**src/rtl/user_rc_tag_tracker_pkg.sv**
```systemverilog
// Shared constants for the RC tag tracker: descriptor field positions,
// termination status encodings and entry field widths.
package user_rc_tag_tracker_pkg;

  localparam int TAG_W = 8;
  localparam int DW_W  = 11;
  localparam int AGE_W = 4;
  localparam int CNT_W = 9;

  localparam int RC_ERR_LSB       = 12;
  localparam int RC_ERR_MSB       = 15;
  localparam int RC_REQ_DONE_BIT  = 30;
  localparam int RC_DWCNT_LSB     = 32;
  localparam int RC_DWCNT_MSB     = 42;
  localparam int RC_STAT_LSB      = 43;
  localparam int RC_STAT_MSB      = 45;
  localparam int RC_TAG_LSB       = 64;
  localparam int RC_TAG_MSB       = 71;

  typedef enum logic [1:0] {
    DONE_OK      = 2'd0,
    DONE_CPL_ERR = 2'd1,
    DONE_LEN_ERR = 2'd2,
    DONE_TIMEOUT = 2'd3
  } done_status_e;

  typedef struct packed {
    logic [3:0]       err_code;
    logic             req_completed;
    logic [DW_W-1:0]  dw_cnt;
    logic [2:0]       cpl_status;
    logic [TAG_W-1:0] tag;
  } rc_desc_t;

endpackage

```
**src/rtl/user_tag_age_scan.sv**
```systemverilog
// Per-tag age counters driven by a shared tick prescaler, plus the
// lowest-index select over entries that have reached the timeout age.
module user_tag_age_scan
  import user_rc_tag_tracker_pkg::*;
#(
  parameter int NUM_TAGS      = 32,
  parameter int TICK_CYCLES   = 1024,
  parameter int TIMEOUT_TICKS = 15,
  parameter int IDX_W         = $clog2(NUM_TAGS)
) (
  input  logic                clk,
  input  logic                rst,
  input  logic [NUM_TAGS-1:0] valid_i,
  input  logic                alloc_vld,
  input  logic [IDX_W-1:0]    alloc_idx,
  output logic                to_found,
  output logic [IDX_W-1:0]    to_idx
);

  localparam int PW = (TICK_CYCLES > 1) ? $clog2(TICK_CYCLES) : 1;

  logic [PW-1:0]    presc_q, presc_d;
  logic             tick;
  logic [AGE_W-1:0] age_q [NUM_TAGS];
  logic [AGE_W-1:0] age_d [NUM_TAGS];
  logic [NUM_TAGS-1:0] timed_out;

  always_comb begin
    tick    = (presc_q == PW'(TICK_CYCLES - 1));
    presc_d = tick ? '0 : presc_q + 1'b1;
  end

  // A fresh allocation restarts the age even if a tick lands on the same edge.
  always_comb begin
    for (int i = 0; i < NUM_TAGS; i++) begin
      age_d[i] = age_q[i];
      if (alloc_vld && (alloc_idx == IDX_W'(i))) begin
        age_d[i] = '0;
      end else if (tick && valid_i[i] && (age_q[i] < AGE_W'(TIMEOUT_TICKS))) begin
        age_d[i] = age_q[i] + 1'b1;
      end
    end
  end

  always_comb begin
    to_idx = '0;
    for (int i = 0; i < NUM_TAGS; i++) begin
      timed_out[i] = valid_i[i] && (age_q[i] == AGE_W'(TIMEOUT_TICKS));
    end
    for (int i = NUM_TAGS - 1; i >= 0; i--) begin
      if (timed_out[i]) to_idx = IDX_W'(i);
    end
    to_found = |timed_out;
  end

  always_ff @(posedge clk) begin
    if (rst) presc_q <= '0;
    else     presc_q <= presc_d;
  end

  // Ages are only meaningful while the entry is valid, so they carry no reset.
  always_ff @(posedge clk) begin
    age_q <= age_d;
  end

endmodule

```
**src/rtl/user_rc_tag_tracker.sv**
```systemverilog
// Tracks outstanding read tags from issue to completion, subtracting
// completion DW counts and reporting per-tag termination or timeout.
module user_rc_tag_tracker
  import user_rc_tag_tracker_pkg::*;
#(
  parameter int C_DATA_WIDTH  = 128,
  parameter int NUM_TAGS      = 32,
  parameter int TICK_CYCLES   = 1024,
  parameter int TIMEOUT_TICKS = 15
) (
  input  logic                    user_clk,
  input  logic                    reset,
  input  logic                    user_lnk_up,
  input  logic                    iss_valid,
  output logic                    iss_ready,
  input  logic [7:0]              iss_tag,
  input  logic [10:0]             iss_dw,
  input  logic [C_DATA_WIDTH-1:0] rc_tdata,
  input  logic                    rc_tvalid,
  input  logic                    rc_tlast,
  output logic                    done_valid,
  output logic [7:0]              done_tag,
  output logic [1:0]              done_status,
  output logic                    unexp_cpl,
  output logic [8:0]              outstanding
);

  localparam int IDX_W = $clog2(NUM_TAGS);

  logic                flush;
  logic [NUM_TAGS-1:0] valid_q, valid_d;
  logic [DW_W-1:0]     rem_q [NUM_TAGS];
  logic [DW_W-1:0]     rem_d [NUM_TAGS];
  logic                sop_q, sop_d;
  logic                done_valid_q, done_valid_d;
  logic [TAG_W-1:0]    done_tag_q, done_tag_d;
  done_status_e        done_status_q, done_status_d;
  logic                unexp_q, unexp_d;
  logic [CNT_W-1:0]    outstanding_q, outstanding_d;

  logic [IDX_W-1:0]    iss_idx;
  logic                iss_fire;
  rc_desc_t            desc;
  logic                desc_beat;
  logic [IDX_W-1:0]    d_idx;
  logic                d_hit;
  logic [DW_W-1:0]     rem_cur, rem_new;
  logic                cpl_rep;
  done_status_e        cpl_st;
  logic                to_found;
  logic [IDX_W-1:0]    to_idx;
  logic                unused_bits;

  assign flush = reset || !user_lnk_up;

  assign unused_bits = ^{rc_tdata[C_DATA_WIDTH-1:RC_TAG_MSB+1],
                         rc_tdata[RC_TAG_LSB-1:RC_STAT_MSB+1],
                         rc_tdata[RC_DWCNT_LSB-1:RC_REQ_DONE_BIT+1],
                         rc_tdata[RC_REQ_DONE_BIT-1:RC_ERR_MSB+1],
                         rc_tdata[RC_ERR_LSB-1:0]};

  always_comb begin
    iss_idx   = iss_tag[IDX_W-1:0];
    iss_ready = user_lnk_up && (int'(iss_tag) < NUM_TAGS) && !valid_q[iss_idx];
    iss_fire  = iss_valid && iss_ready;
  end

  always_comb begin
    desc.err_code      = rc_tdata[RC_ERR_MSB:RC_ERR_LSB];
    desc.req_completed = rc_tdata[RC_REQ_DONE_BIT];
    desc.dw_cnt        = rc_tdata[RC_DWCNT_MSB:RC_DWCNT_LSB];
    desc.cpl_status    = rc_tdata[RC_STAT_MSB:RC_STAT_LSB];
    desc.tag           = rc_tdata[RC_TAG_MSB:RC_TAG_LSB];
    desc_beat          = rc_tvalid && sop_q;
    d_idx              = desc.tag[IDX_W-1:0];
    d_hit              = (int'(desc.tag) < NUM_TAGS) && valid_q[d_idx];
    rem_cur            = rem_q[d_idx];
    rem_new            = rem_cur - desc.dw_cnt;
  end

  user_tag_age_scan #(
    .NUM_TAGS      (NUM_TAGS),
    .TICK_CYCLES   (TICK_CYCLES),
    .TIMEOUT_TICKS (TIMEOUT_TICKS),
    .IDX_W         (IDX_W)
  ) u_age_scan (
    .clk       (user_clk),
    .rst       (flush),
    .valid_i   (valid_q),
    .alloc_vld (iss_fire),
    .alloc_idx (iss_idx),
    .to_found  (to_found),
    .to_idx    (to_idx)
  );

  // Completion decode, then timeout fallback, then issue: the issued tag is
  // never one being freed because iss_ready only accepts invalid entries.
  always_comb begin
    valid_d       = valid_q;
    rem_d         = rem_q;
    sop_d         = sop_q;
    done_valid_d  = 1'b0;
    done_tag_d    = done_tag_q;
    done_status_d = done_status_q;
    unexp_d       = 1'b0;
    cpl_rep       = 1'b0;
    cpl_st        = DONE_OK;

    if (rc_tvalid) sop_d = rc_tlast;

    if (desc_beat) begin
      if (!d_hit) begin
        unexp_d = 1'b1;
      end else if ((desc.err_code != '0) || (desc.cpl_status != '0)) begin
        valid_d[d_idx] = 1'b0;
        cpl_rep        = 1'b1;
        cpl_st         = DONE_CPL_ERR;
      end else if (desc.dw_cnt > rem_cur) begin
        valid_d[d_idx] = 1'b0;
        cpl_rep        = 1'b1;
        cpl_st         = DONE_LEN_ERR;
      end else if (desc.req_completed) begin
        valid_d[d_idx] = 1'b0;
        cpl_rep        = 1'b1;
        cpl_st         = (rem_new == '0) ? DONE_OK : DONE_LEN_ERR;
      end else begin
        rem_d[d_idx] = rem_new;
      end
    end

    if (cpl_rep) begin
      done_valid_d  = 1'b1;
      done_tag_d    = desc.tag;
      done_status_d = cpl_st;
    end else if (to_found) begin
      valid_d[to_idx] = 1'b0;
      done_valid_d    = 1'b1;
      done_tag_d      = TAG_W'(to_idx);
      done_status_d   = DONE_TIMEOUT;
    end

    if (iss_fire) begin
      valid_d[iss_idx] = 1'b1;
      rem_d[iss_idx]   = (iss_dw == '0) ? DW_W'(1024) : iss_dw;
    end
  end

  always_comb begin
    outstanding_d = '0;
    for (int i = 0; i < NUM_TAGS; i++) begin
      outstanding_d = outstanding_d + CNT_W'(valid_d[i]);
    end
  end

  always_ff @(posedge user_clk) begin
    if (flush) begin
      valid_q       <= '0;
      sop_q         <= 1'b1;
      done_valid_q  <= 1'b0;
      done_tag_q    <= '0;
      done_status_q <= DONE_OK;
      unexp_q       <= 1'b0;
      outstanding_q <= '0;
    end else begin
      valid_q       <= valid_d;
      sop_q         <= sop_d;
      done_valid_q  <= done_valid_d;
      done_tag_q    <= done_tag_d;
      done_status_q <= done_status_d;
      unexp_q       <= unexp_d;
      outstanding_q <= outstanding_d;
    end
  end

  always_ff @(posedge user_clk) begin
    rem_q <= rem_d;
  end

  assign done_valid  = done_valid_q;
  assign done_tag    = done_tag_q;
  assign done_status = done_status_q;
  assign unexp_cpl   = unexp_q;
  assign outstanding = outstanding_q;

endmodule

```
**config.mk**
```make
export PLATFORM = sky130hd
export DESIGN_NAME = user_rc_tag_tracker
export DESIGN_NICKNAME = d
export VERILOG_FILES = /design/src/rtl/user_rc_tag_tracker_pkg.sv /design/src/rtl/user_tag_age_scan.sv /design/src/rtl/user_rc_tag_tracker.sv
export SDC_FILE = /design/constraint.sdc
export NUM_CORES = 2
export LEC_CHECK = 0
export BUFFER_PORTS_ARGS = -buffer_cell sky130_fd_sc_hd__buf_2
export CAP_MARGIN = 20
export CELL_PAD_IN_SITES_DETAIL_PLACEMENT = 1
export CELL_PAD_IN_SITES_GLOBAL_PLACEMENT = 1
export CORE_MARGIN = 10
export CORE_UTILIZATION = 51
export DETAILED_ROUTE_END_ITERATION = 10
export GPL_TIMING_DRIVEN = 0
export PLACE_DENSITY_LB_ADDON = 0.1
export RECOVER_POWER = 100
export SLEW_MARGIN = 20
export SYNTH_ARGS = -nofsm -noshare
export SYNTH_HDL_FRONTEND = slang
export SYNTH_SLANG_ARGS = --single-unit
```
**constraint.sdc**
```tcl
create_clock -name user_clk -period 18.25 [get_ports user_clk]
set_clock_uncertainty 0.05 [all_clocks]
set_input_delay 0.9125 -clock user_clk [delete_from_list [all_inputs] [get_ports user_clk]]
set_output_delay 0.9125 -clock user_clk [all_outputs]
set_load 0.02 [all_outputs]
```
==> summary.txt <==
Outcome
  – Status: finished with violations
  – Failing checks: max-capacitance violations, max-slew violations

Layout
  – Non-filler instance count after layout: roughly 4,100
  – # fillers: 6,441
  – Layout area overhead: 11.8%
  – Area occupied by multi-input gates: 16,600 um2
  – Register area: approximately 11,000 um2
  – Layout cell share with drive strength beyond 1: 0.0798
  – Final #Nets: roughly 3,500

Clocking
  – Post-CTS sizing: 0
  – Clk Latency, worst-skew pair: 670 ps
  – Clk sinks: 541
  – # H-tree levels: 2
  – # hold bufs at CTS: 0
  – Root Buffer: clkbuf_16
  – Inserted Clock Buffers: 60
  – TritonCTS clock tree: yes
  – Worst-path clk slew: 60 ps
  – Post-CTS Setup Repair Bufs: 0
  – Max Buffers Root-to-Sink: 3

Placed design
  – Port Buffers: 58
  – GP Congestion: 0.993
  – DP Cell Count: 3,955
  – Detail Placement HPWL: around 90,000 um

Route
  – Top sig layer: met4
  – Pre-antenna DRT Iters: 5
  – First DRT Iteration DRCs: 3,034
  – Post-route ant nets: 0
  – Met2 routed WL: 53,600 um
  – Drt drc: 0
  – Wl on met1: about 51,000 um
  – Drt total wl: 121,000 um
  – DR vias/cell: between 6 and 7
  – Wire per inst: 29.6 um
  – Via count: 26,824
  – WL met3: 11,800 um

STA
  – RSZ-0062 raised after global routing: false
  – Fmax achieved: between 0.07 and 0.08 GHz
  – Setup TNS: 0 ps
  – # setup viols final: 0
  – Worst slew pin tran: 3700 ps
  – Fin. max-slew vios: 30
  – Hold_ws: 404 ps
  – Final Hold Viols: 0
  – Crit path time final: between 10,000 and 15,000 ps
  – Period utilization: 0.748
  – Max_slew headroom: -1.53

Synth
  – Gate Count Post-Synth: 3,145
  – Synthesized cell area: approximately 29,000 um2
  – Synth warnings: 0
  – Largest area contributor in the netlist: dfxtp_1
  – Top cell type's share of synthesized area: 0.379
  – Synth unique cells: 65
  – Synthesized area per cell: 9.07 um2
  – Post-synthesis async set-or-reset flop share: 0
  – Post-synth EDFFs: 0
  – Register area share after synthesis: 0.379
  – Synthesized flop and latch total: 541
  – Synth area leaders: dfxtp_1, mux2i_1, mux4_2
  – Synth Flop Type: dfxtp_1

Global routing
  – Total gr overflow: 0
  – Vias in the first global route: about 27,000
  – Initial antenna violation count: 0
  – First-pass GRT wire length: 176,000 um
  – Largest net degree at the start of global routing: 17
  – GRT Util Overall: 0.351

Floorplanning
  – Number of I/O pins: 175
  – Initial cell density of the core: 0.517
  – Core Area: 55,200 um2
  – Die W: roughly 260 um
  – Row count: 86
  – Die Height: 257 um
  – Die area: 65,800 um2

Setup path
  – CP Class: primary input to flip-flop
  – Slowest-stage cell, CP: a21boi_0
  – Critical Path RT: between 15,000 and 20,000 ps
  – CP Capture Type: flip-flop
  – Crit-path max cell delay: 1390 ps
  – Arrival @ worst endpoint: 14,110 ps
  – Most frequent cell on the critical path: fa_1
  – Reg2reg path depth: 27
  – CP Launch Type: primary input
  – Max FO, Critical Path: 10

Pwr
  – Cell Pwr Density: 89.3 nW/um2
  – Peak supply drop: about 76 uV
  – Static leakage: between 10 and 15 nW

Min path
  – Cells on Worst Hold Path: 1
  – Hold Path Class: flip-flop to flip-flop

Flow run
  – Max_cap viols: 3
[stage by stage]
step                      power, mW  setup slack, ps  instance area, um2  utilization
after floorplan                1.41             8790               28500            -
after CTS                      2.84             5600               32000        0.580
final                          2.85             4590               31900        0.578
after global routing           2.91             4580               31900        0.578
after detailed placement       1.52             4930               29800        0.541
after global placement         1.50             5320               29800        0.539
[layer usage]
metal	vias to the layer above	global-route usage
li1	11621	-
met5	-	0
met4	0	0.131
met3	276	0.0741
met1	13565	0.469
met2	1362	0.552
[synthesized netlist by cell type (51+ instances only)]
library cell    n
mux4_2         88
o21ai_1        56
nand3_1       149
nor2_1        353
a21oi_1       220
o21ai_0       142
mux2i_1       444
dfxtp_1       541
clkbuf_1      178
nand4_1        71
nand2_1       230
ha_1           51
[power breakdown]
| group | internal [mW] | total, mW | switching [mW] |
|---|---|---|---|
| registers | 1.22 | 1.25 | 0.0279 |
| clock network | 0.792 | 1.34 | 0.550 |
| logic | 0.0805 | 0.260 | 0.180 |
| total | 2.09 | 2.85 | 0.758 |
[flip-flops by register name, indices dropped and copies added, names as in the netlist]
name / count
done_valid: 1
unexp_cpl: 1
valid_q: 32
outstanding: 6
rem_q: 352
done_tag: 8
u_age_scan.presc_q: 10
done_status: 2
sop_q: 1
u_age_scan.age_q: 128
[path summary, 6_finish.rpt]
| check | slack (ps) | to | startpoint |
|---|---|---|---|
| worst min-delay path | 400 | u_age_scan.presc_q[0] | u_age_scan.presc_q[0] |
| worst max-delay path | 4590 | outstanding[4] | rc_tdata[65] |
| worst min register to register | 400 | u_age_scan.presc_q[0] | u_age_scan.presc_q[0] |
| worst max register to register | 8160 | outstanding[4] | rem_q[78] |
[worst max-delay path: cells and delay by family]
kind / cells / cell delay, ps
buf+inv: 9 / 4110
fa+ha+maj: 9 / 4070
compound gates: 9 / 3480
simple gates: 3 / 800
mux: 1 / 500
xor+xnor: 1 / 150
[cells by family after synthesis]
logic type / after synthesis / synth area share
buf+inv: 289 / 0.0403
flops: 541 / 0.379
mux: 532 / 0.225
fa+ha+maj: 76 / 0.0399
simple gates: 1020 / 0.167
xor+xnor: 69 / 0.0212
compound gates: 617 / 0.127
other cells: 1 / 0.000131
[placed cells by master, fill, tap and decap left out, types with 8 or more instances in the layout]
cell type,instances
o21ai_1,9
and2_1,18
buf_2,45
nor2_1,353
ha_1,51
o22ai_1,10
or3_1,23
fa_1,25
clkbuf_16,61
a22oi_1,42
o21a_1,10
o211ai_1,10
nor2b_1,13
nor4_1,11
nand2b_1,14
nand4_1,71
nand2_1,230
xnor2_1,28
dfxtp_1,541
mux4_2,88
a21oi_1,220
or2_0,12
and3_1,19
bufinv_16,8
nand3_1,149
xor2_1,41
mux2i_1,444
buf_1,15
inv_1,47
a211oi_1,27
nor3b_1,13
and4_1,12
nor3_1,49
o21ai_0,189
a31oi_1,39
clkbuf_8,16
clkbuf_1,238
clkinv_2,13
o221ai_1,19
[layout make-up]
type / instances / share of cell area
Multi-Input combinational cell: 2317 / 0.519
Timing Repair Buffer: 61 / 0.00887
Antenna cell: 1 / 0.0000785
Buffer: 242 / 0.0294
Tap cell: 748 / 0.0293
Clock inverter: 29 / 0.0124
Clock buffer: 83 / 0.0555
Inverter: 47 / 0.00553
Sequential cell: 541 / 0.340
Power figures use the tool's default switching activity.
